[config.mk]
export PLATFORM = sky130hd
export DESIGN_NAME = hazard_ctrl_v2
export DESIGN_NICKNAME = d
export VERILOG_FILES = /design/src/rtl/hazard_ctrl_v2.sv
export SDC_FILE = /design/constraint.sdc
export NUM_CORES = 1
export LEC_CHECK = 0
export ABC_AREA = 1
export CAP_MARGIN = 20
export CORE_UTILIZATION = 27
export CTS_CLUSTER_DIAMETER = 100
export DETAILED_ROUTE_END_ITERATION = 10
export PLACE_DENSITY = 0.62
export SETUP_SLACK_MARGIN = 0.15
export SLEW_MARGIN = 20
export SYNTH_ARGS = -nofsm -noshare
export SYNTH_HDL_FRONTEND = slang
export SYNTH_SLANG_ARGS = --single-unit
export TNS_END_PERCENT = 10
[constraint.sdc]
create_clock -name clk -period 1.9 [get_ports clk]
set_input_delay 0.38 -clock clk [delete_from_list [all_inputs] [get_ports clk]]
set_output_delay 0.38 -clock clk [all_outputs]
set_load 0.01 [all_outputs]
[src/rtl/hazard_ctrl_v2.sv]
// Hazard, stall and flush controller for the 5-stage F/D/E/M/W pipeline.
// Forwarding and load-use/branch interlocks are combinational; divide, bus waits and exceptions run through a small FSM.
module hazard_ctrl_v2 #(
  parameter int REG_AW = 5,
  parameter int DIV_EN = 1,
  parameter int EXC_EN = 1,
  parameter int WDOG_W = 8
) (
  input  logic              clk,
  input  logic              resetn,
  input  logic [REG_AW-1:0] rsD,
  input  logic [REG_AW-1:0] rtD,
  input  logic              branchD,
  input  logic [REG_AW-1:0] rsE,
  input  logic [REG_AW-1:0] rtE,
  input  logic [REG_AW-1:0] writeregE,
  input  logic              regwriteE,
  input  logic              memtoregE,
  input  logic              div_startE,
  input  logic              div_readyE,
  input  logic [REG_AW-1:0] writeregM,
  input  logic              regwriteM,
  input  logic              memtoregM,
  input  logic              write_hiloM,
  input  logic              exceptM,
  input  logic              inst_req,
  input  logic              inst_data_ok,
  input  logic              data_req,
  input  logic              data_data_ok,
  input  logic [REG_AW-1:0] writeregW,
  input  logic              regwriteW,
  output logic              forwardaD,
  output logic              forwardbD,
  output logic [1:0]        forwardaE,
  output logic [1:0]        forwardbE,
  output logic              forward_hilo_E,
  output logic              stallF,
  output logic              stallD,
  output logic              stallE,
  output logic              stallM,
  output logic              stallW,
  output logic              flushF,
  output logic              flushD,
  output logic              flushE,
  output logic              flushM,
  output logic              flushW,
  output logic              div_cancel,
  output logic              flush_pending,
  output logic              mem_timeout,
  output logic [1:0]        state_o
);

  typedef enum logic [1:0] {RUN = 2'b00, MEM_WAIT = 2'b01, DIV_WAIT = 2'b10} state_t;

  localparam logic DIV_ON = (DIV_EN != 0);
  localparam logic EXC_ON = (EXC_EN != 0);
  localparam logic [WDOG_W-1:0] WDOG_MAX = '1;

  state_t            state;
  logic              div_active;
  logic [WDOG_W-1:0] wdog;
  logic              mem_busy, exc_fire, lwstall, brstall, div_inflight;

  function automatic logic hit(input logic [REG_AW-1:0] src, input logic [REG_AW-1:0] dst,
                               input logic wr);
    return (src != '0) && (src == dst) && wr;
  endfunction

  assign forwardaD      = hit(rsD, writeregM, regwriteM);
  assign forwardbD      = hit(rtD, writeregM, regwriteM);
  assign forwardaE      = hit(rsE, writeregM, regwriteM) ? 2'b10 :
                          hit(rsE, writeregW, regwriteW) ? 2'b01 : 2'b00;
  assign forwardbE      = hit(rtE, writeregM, regwriteM) ? 2'b10 :
                          hit(rtE, writeregW, regwriteW) ? 2'b01 : 2'b00;
  assign forward_hilo_E = write_hiloM;

  assign lwstall = memtoregE && (rtE == rsD || rtE == rtD);
  assign brstall = branchD && ((regwriteE && (writeregE == rsD || writeregE == rtD)) ||
                               (memtoregM && (writeregM == rsD || writeregM == rtD)));

  // A bus request stays asserted until its data_ok; a request without data_ok this cycle is outstanding.
  assign mem_busy     = (inst_req && !inst_data_ok) || (data_req && !data_data_ok);
  assign exc_fire     = EXC_ON && (exceptM || flush_pending) && !mem_busy;
  assign div_inflight = DIV_ON && (state == DIV_WAIT || div_active || div_startE) && !div_readyE;
  assign state_o      = state;

  always_comb begin
    {stallF, stallD, stallE, stallM, stallW} = '0;
    {flushF, flushD, flushE, flushM, flushW} = '0;
    div_cancel = 1'b0;
    if (exc_fire) begin
      {flushF, flushD, flushE, flushM} = '1;
      div_cancel = (state == DIV_WAIT);
    end else if (mem_busy) begin
      {stallF, stallD, stallE, stallM} = '1;
      flushW = 1'b1;
    end else if (state == DIV_WAIT && !div_readyE) begin
      {stallF, stallD, stallE} = '1;
      flushM = 1'b1;
    end else if (lwstall || brstall) begin
      {stallF, stallD} = '1;
      flushE = 1'b1;
    end
  end

  always_ff @(posedge clk or negedge resetn) begin
    if (!resetn) begin
      state         <= RUN;
      flush_pending <= 1'b0;
      mem_timeout   <= 1'b0;
      div_active    <= 1'b0;
      wdog          <= '0;
    end else begin
      // The counter only survives while the bus keeps the FSM in MEM_WAIT.
      if (state == MEM_WAIT) begin
        if (wdog >= WDOG_MAX - 1'b1) mem_timeout <= 1'b1;
        if (mem_busy && wdog != WDOG_MAX) wdog <= wdog + 1'b1;
        else if (!mem_busy) wdog <= '0;
      end else begin
        wdog <= '0;
      end

      if (exc_fire) begin
        state         <= RUN;
        flush_pending <= 1'b0;
        div_active    <= 1'b0;
      end else if (mem_busy) begin
        state      <= MEM_WAIT;
        div_active <= div_inflight;
        if (EXC_ON && exceptM) flush_pending <= 1'b1;
      end else begin
        div_active <= 1'b0;
        case (state)
          RUN:      if (DIV_ON && div_startE) state <= DIV_WAIT;
          MEM_WAIT: state <= div_inflight ? DIV_WAIT : RUN;
          DIV_WAIT: if (div_readyE) state <= RUN;
          default:  state <= RUN;
        endcase
      end
    end
  end

endmodule

==> impl_metrics.toml, run 1 <==
[run_status]
run_status = "finished, final reports clean"

[sta]
setup-tns-final_ns = 0
hold_slack_ns = 0.477
period_minus_slack_ns = 1.85
max_slew.worst_pin.slew_ns = 0.591
post-route-period-util = 0.972
fin_ws_ns = 0.0523
finalSetupViolCount = 0
clock.fmax_mhz = 541
final_hold_violations = 0
slew_viol_final = 0
rsz0062_at_grt = "yes"
relSlewSlack = 0.605
finalClockSkew_ns = 0.00118

[route]
detailed_route_iter0_violations = 59
detail-route-antenna-nets = 0
via_count = 2050
via_per_inst = 4.59
dr.pass1.iters = 4
wl_per_cell_um = 12.4
finalWirelength_mm = 5.53
route.detailed.drc = 0

[final_layout]
post-route-cell-area_um2 = 2770
design.final.nets = 429
commonest_cells_after_routing_fill_and_taps_aside = "69 x sky130_fd_sc_hd__nand2_1, 40 x sky130_fd_sc_hd__buf_4, 24 x sky130_fd_sc_hd__inv_1, 21 x sky130_fd_sc_hd__buf_2, 20 x sky130_fd_sc_hd__nor2_1"
synthToLayoutAreaGrowth_pct = 76.4
final.fill_count = 582
final_layout_size_suffix_gt1_frac = 0.403
antenna_diode_instance_count = 0
final_common_cell = "sky130_fd_sc_hd__nand2_1"

[synthesis]
synth.ff_latch_count = 13
synth_seq_area_share = 0.207
synth_top_cells_by_area = "sky130_fd_sc_hd__dfrtp_1 21%, sky130_fd_sc_hd__nand2_1 19%, sky130_fd_sc_hd__inv_1 7.4%, sky130_fd_sc_hd__nor2_1 7.4%, sky130_fd_sc_hd__xor2_1 5.6%"
synth.largest_area_cell = "sky130_fd_sc_hd__dfrtp_1"
yosysWarnings = 0
async_flop_share = 1.00
yosysUniqueCellTypes = 36
synth_enable_flop_cells = 0
netlist_instances = 263
postSynthNetCount = 316
synthDominantCellAreaShare = 0.207
syn_area_per_cell_um2 = 5.97
syn-cell-area_um2 = 1570
synth_ff_type = "sky130_fd_sc_hd__dfrtp_1"

[clocking]
clk-insertion-delay-late_ns = 0.24
max-clock-path-buffers = 2
tritoncts = "yes"
numCtsBuffers = 3
clk_pin_slew_worst_paths_ns = 0.05
cts_max_level = 1
cts_root_buffer = "sky130_fd_sc_hd__clkbuf_8"
clock_sinks = 13
post_cts_hold_fix_bufs = 0

[setup_path]
crit_path_end_kind = "output port"
critical_path_peak_fanout = 3
cells_on_worst_reg2reg_path = 8
wp_data_required_ns = 1.52
critical_path.reg2reg.endpoint = "wdog[6]"
worstSetupStartpoint = "writeregM[2]"
cp-start-kind = "input pin"
critPathKind = "input pin to output port"
endpoint = "stallD"
worst_r2r_start = "wdog[1]"
critical_path_arrival_ns = 1.47
r2r_slack_ns = 0.44

[min_path]
hold_path.class = "flop to flop"
min_from = "mem_timeout"

[power_and_ir_drop]
power.switching_mw = 0.351
clock_share_of_power = 0.234
power_density_nw_per_um2 = 375
combinationalPowerShare = 0.484
internal_power_mw = 0.687
sequentialPowerShare = 0.282
vdd_ir_drop_max_uv = 632
power.switching_fraction = 0.338
static-leakage-power_nw = 1.43
fin_total_pwr_mw = 1.04

[placement]
post-dp-hpwl_mm = 4.40
detailedPlace.worstSlack_ns = -0.889
portBuffers = 69
placement.cell_area_um2 = 2630
gp_routability_congestion = 0.882

[global_routing]
initial_antenna_violation_count = 0
grt-ovfl-total = 0
vias_in_the_first_global_route = 2039
grt_start_max_net_pins = 14
grt_pass1_wl_mm = 9.25
track_usage = 0.186

[die]
design.portCount = 73
dieArea_um2 = 6120
chipHeight_um = 78.2
chipWidth_um = 78.2
fp.coreArea_um2 = 5540
initial_core_util = 0.283
floorplan.rows = 27

[run]
maxCapViolCount = 0
[repair_timing]
item	4_1_cts	5_1_grt
pin swaps	21	34
setup buffers	2	0
gates resized for setup	189	68
endpoints found under the setup margin	16	14
gates cloned	0	0
[routing by layer]
metal,routed length [um],vias to the layer above,track usage
met1,2670,909,0.263
met4,36,0,0.0148
met3,340,4,0.0326
li1,-,1065,-
met5,0,-,0
met2,2480,72,0.304
[metrics by stage]
step / utilization / std cells
floorplan: - / 263
global placement: 0.475 / 441
detailed placement: 0.475 / 441
CTS: 0.483 / 447
global route: 0.500 / 447
finish: 0.500 / 447
[synthesized netlist by cell type (2+ instances only)]
cell type and instances:
sky130_fd_sc_hd__o31ai_1 2, sky130_fd_sc_hd__nor2_1 31, sky130_fd_sc_hd__xor2_1 10, sky130_fd_sc_hd__o21ai_1 2
sky130_fd_sc_hd__inv_1 31, sky130_fd_sc_hd__xnor2_1 8, sky130_fd_sc_hd__a211oi_1 3, sky130_fd_sc_hd__inv_2 13
sky130_fd_sc_hd__buf_4 5, sky130_fd_sc_hd__a221oi_1 2, sky130_fd_sc_hd__nand4_1 3, sky130_fd_sc_hd__nor4_1 5
sky130_fd_sc_hd__nand3_1 13, sky130_fd_sc_hd__o22ai_1 4, sky130_fd_sc_hd__o2111ai_1 3, sky130_fd_sc_hd__nand2_1 81
sky130_fd_sc_hd__dfrtp_1 13, sky130_fd_sc_hd__nor3_2 2, sky130_fd_sc_hd__nor3_1 4, sky130_fd_sc_hd__o21ai_0 3
sky130_fd_sc_hd__a21oi_1 7, sky130_fd_sc_hd__ha_1 2, sky130_fd_sc_hd__clkinv_1 2, sky130_fd_sc_hd__a31oi_1 2
[worst min path at each step]
stage,to,depth (start not counted)
finish,mem_timeout,1
global route,mem_timeout,1
CTS,mem_timeout,1
detailed placement,mem_timeout,1
global placement,mem_timeout,1
floorplan,div_active,0
[logic make-up after synthesis]
kind of cell / count (synthesis) / share of synthesized area
XOR/XNOR: 18 / 0.100
other: 1 / 0.00239
AND/OR/NAND/NOR: 144 / 0.392
flip-flops: 13 / 0.207
adder cells (fa/ha/maj): 2 / 0.0159
buffers and inverters: 53 / 0.140
AO/OA/AOI/OAI: 32 / 0.143
[state kept, by name, summed over array words and instances (netlist names)]
| signal | cells |
|---|---|
| wdog | 8 |
| state_o | 2 |
| div_active | 1 |
| flush_pending | 1 |
| mem_timeout | 1 |
[cell type report]
cell class                 count  area (um^2)  area share
multi-input combinational    197         1180       0.428
sequential                    13          325       0.118
timing repair buffer         115          942       0.340
clock buffer                   4         45.0      0.0163
tap                           72         90.1      0.0325
inverter                      46          180      0.0651
[power by group through the flow]
stage          registers, mW  clock network (mW)  logic, mW
6_report               0.293               0.243      0.502
3_3_place_gp           0.297                   0      0.479
4_1_cts                0.292               0.251      0.467
3_5_place_dp           0.297                   0      0.479
5_1_grt                0.294               0.262      0.552
2_1_floorplan          0.299                   0      0.189
[critical path, cell delays in order]
cell	delay, ns
sky130_fd_sc_hd__buf_8	0.10
sky130_fd_sc_hd__buf_6	0.12
sky130_fd_sc_hd__nand2_2	0.06
sky130_fd_sc_hd__nand2_2	0.05
sky130_fd_sc_hd__nor2_2	0.13
sky130_fd_sc_hd__nand3_2	0.09
sky130_fd_sc_hd__nand2_1	0.07
sky130_fd_sc_hd__nand2_1	0.06
sky130_fd_sc_hd__nand2_2	0.08
sky130_fd_sc_hd__nand2_2	0.05
sky130_fd_sc_hd__nand2_1	0.05
sky130_fd_sc_hd__nand2_1	0.05
sky130_fd_sc_hd__nand2_1	0.06
sky130_fd_sc_hd__buf_2	0.12
Note: power is estimated with default switching activity, not from simulation.
==> run 2: changes to the inputs <==
- ABC_AREA: 1 -> default
- PLACE_DENSITY: 0.62 -> 0.63
- RECOVER_POWER: default -> 100
==> run 2 against run 1 <==
The flow now finishes with violations (negative setup slack); critical endpoint is now flushE; worst hold slack worse by 0.014 ns; sequential power about the same; wire length down 19%; clock power about the same; register-to-register slack worse by 0.08 ns; largest cell class unchanged.
==> impl_metrics.toml, run 2 <==
[global_routing]
grt_pass1_wl_mm = 7.02
grt_start_max_net_pins = 14
grt-ovfl-total = 0
initial_antenna_violation_count = 1
vias_in_the_first_global_route = 1568
track_usage = 0.164

[min_path]
hold_path.class = "flop to flop"
min_from = "mem_timeout"
min_path_cells = 1
terminating_pin_of_the_worst_hold_path = "mem_timeout"

[die]
chipHeight_um = 74.9
dieArea_um2 = 5620
floorplan.rows = 26
fp.coreArea_um2 = 5110
chipWidth_um = 74.9
initial_core_util = 0.281
design.portCount = 73

[route]
met3RoutedLength_um = 366
met2_length_mm = 2.15
wl_per_cell_um = 12.5
uppermost_layer_routed = "met4"
detail-route-antenna-nets = 0
via_count = 1633
finalWirelength_mm = 4.47
route.detailed.drc = 0
met1Wirelength_mm = 1.94
via_per_inst = 4.57
detailed_route_iter0_violations = 68
dr.pass1.iters = 6

[clocking]
clk_pin_slew_worst_paths_ns = 0.05
post_cts_hold_fix_bufs = 0
clock_sinks = 13
cts_root_buffer = "sky130_fd_sc_hd__clkbuf_8"
numCtsBuffers = 3
tritoncts = "yes"
clk-insertion-delay-late_ns = 0.24
cts_max_level = 1
max-clock-path-buffers = 2

[setup_path]
wp_data_required_ns = 1.52
cp-start-kind = "input pin"
worst_r2r_start = "wdog[0]"
crit_path_end_kind = "output port"
critPathKind = "input pin to output port"
r2r_slack_ns = 0.36
cells_on_worst_reg2reg_path = 5
critical_path.reg2reg.endpoint = "wdog[7]"
critical_path_peak_fanout = 2
critical_path_arrival_ns = 1.71

[power_and_ir_drop]
combinationalPowerShare = 0.461
power_density_nw_per_um2 = 392
sequentialPowerShare = 0.293
fin_total_pwr_mw = 0.996
power.switching_fraction = 0.305
internal_power_mw = 0.692
static-leakage-power_nw = 1.10
power.switching_mw = 0.304
clock_share_of_power = 0.246
vdd_ir_drop_max_uv = 188

[synthesis]
synth_seq_area_share = 0.226
yosysWarnings = 0
synth_top_cells_by_area = "sky130_fd_sc_hd__xnor2_1 27%, sky130_fd_sc_hd__dfrtp_1 23%, sky130_fd_sc_hd__xor2_1 5.5%, sky130_fd_sc_hd__nand3_1 3.1%, sky130_fd_sc_hd__nand2_1 3.1%"
syn_area_per_cell_um2 = 8.26
async_flop_share = 1.00
synth.ff_latch_count = 13
yosysUniqueCellTypes = 39
dominant_cell_by_count_in_the_synthesized_netlist = "sky130_fd_sc_hd__xnor2_1"
synthDominantCellAreaShare = 0.274
synth_enable_flop_cells = 0
postSynthNetCount = 227
ys_top_cells_by_count = "45 x sky130_fd_sc_hd__xnor2_1, 13 x sky130_fd_sc_hd__dfrtp_1, 12 x sky130_fd_sc_hd__nand2_1"
synth_ff_type = "sky130_fd_sc_hd__dfrtp_1"
synth.largest_area_cell = "sky130_fd_sc_hd__xnor2_1"
syn-cell-area_um2 = 1440
netlist_instances = 174

[final_layout]
synthToLayoutAreaGrowth_pct = 76.8
final_common_cell = "sky130_fd_sc_hd__xnor2_1"
finalCoreUtilization = 0.497
largest_register = "wdog"
post-route-cell-area_um2 = 2540
final_layout_size_suffix_gt1_frac = 0.353
design.final.nets = 340
largest_register_ffs = 8
post_layout_instance_count_excluding_filler_cells = 357
commonest_cells_after_routing_fill_and_taps_aside = "44 x sky130_fd_sc_hd__xnor2_1, 42 x sky130_fd_sc_hd__buf_4, 18 x sky130_fd_sc_hd__dlygate4sd2_1, 18 x sky130_fd_sc_hd__buf_2, 13 x sky130_fd_sc_hd__dfrtp_1"

[sta]
fin_ws_ns = -0.187
hold_slack_ns = 0.464
clock.fmax_mhz = 479
final_hold_violations = 0
finalSetupViolCount = 7
rsz0062_at_grt = "yes"
relSlewSlack = 0.601
period_minus_slack_ns = 2.09
max_slew.worst_pin.slew_ns = 0.596
slew_viol_final = 0
finalClockSkew_ns = 0.00330
setup-tns-final_ns = -0.918
post-route-period-util = 1.10

[run_status]
violations = "negative setup slack"
run_status = "complete, but fails checks"

[placement]
post-place-cells = 343
detailedPlace.worstSlack_ns = -1.01
gp_routability_congestion = 0.820
placement.cell_area_um2 = 2450
portBuffers = 69
post-dp-hpwl_mm = 3.69

[run]
maxCapViolCount = 0
==> run 2: changes by cell type in the layout (fill, tap and decap cells not counted), moves of 9 or more <==
| cell | delta |
|---|---|
| sky130_fd_sc_hd__nor2_1 | -11 |
| sky130_fd_sc_hd__inv_1 | -18 |
| sky130_fd_sc_hd__xnor2_1 | +39 |
| sky130_fd_sc_hd__nand2_1 | -57 |
| sky130_fd_sc_hd__nand2_2 | -13 |
| sky130_fd_sc_hd__inv_2 | -17 |
| sky130_fd_sc_hd__nor2_2 | -9 |
==> run 2: timing repair <==
| action | in CTS | in global routing |
|---|---|---|
| pin swaps | 22 | 7 |
| endpoints found under the setup margin | 16 | 15 |
| gates resized for setup | 159 | 10 |
| buffers inserted | 8 | 1 |
| gates cloned | 0 | 0 |
==> run 2: critical path: stages <==
cell and delay, ns:
sky130_fd_sc_hd__buf_6 0.10, sky130_fd_sc_hd__xor2_2 0.17, sky130_fd_sc_hd__or3b_1 0.39, sky130_fd_sc_hd__o22ai_2 0.19
sky130_fd_sc_hd__buf_4 0.14, sky130_fd_sc_hd__o21ai_1 0.05, sky130_fd_sc_hd__a31oi_1 0.14, sky130_fd_sc_hd__buf_2 0.15
==> run 2: kinds of logic after synthesis <==
kind of cell | count (synthesis) | share of synthesized area
mux | 1 | 0.00697
other cells | 1 | 0.00261
buf+inv | 18 | 0.0723
fa+ha+maj | 2 | 0.0174
compound gates | 22 | 0.0976
xor+xnor | 54 | 0.329
simple gates | 63 | 0.247
flops | 13 | 0.226
==> run 2: layout make-up <==
cell class              instances  area, um^2
diodes                          1        2.50
clock buffers                   4        45.0
flip-flops and latches         13         325
multi-input cells             143        1110
inverters                       6        22.5
fillers                       502        2570
well taps                      70        87.6
repair buffers                120         948
==> run 2: routing by layer <==
layer	GRT usage	vias to the layer above
li1	-	822
met1	0.198	749
met2	0.297	60
met3	0.0348	2
met4	0.0356	0
met5	0	-
==> run 2: worst max path at each step <==
| stage | cells past startpoint | slack (ns) | to | from |
|---|---|---|---|---|
| after floorplan | 5 | -0.02 | forwardbE[0] | rtE[4] |
| after global placement | 7 | -0.97 | flushE | writeregM[1] |
| after detailed placement | 7 | -1.01 | flushE | writeregM[1] |
| after CTS | 8 | -0.21 | flushE | rtD[0] |
| after global routing | 8 | -0.26 | flushE | rtD[0] |
| final | 8 | -0.19 | flushE | rtD[0] |
==> run 2: power by group through the flow <==
| stage | registers (mW) | clock network, mW | logic (mW) |
|---|---|---|---|
| after floorplan | 0.299 | 0 | 0.192 |
| after global placement | 0.296 | 0 | 0.458 |
| after detailed placement | 0.296 | 0 | 0.464 |
| after CTS | 0.291 | 0.252 | 0.466 |
| after global routing | 0.292 | 0.269 | 0.500 |
| final | 0.292 | 0.245 | 0.460 |
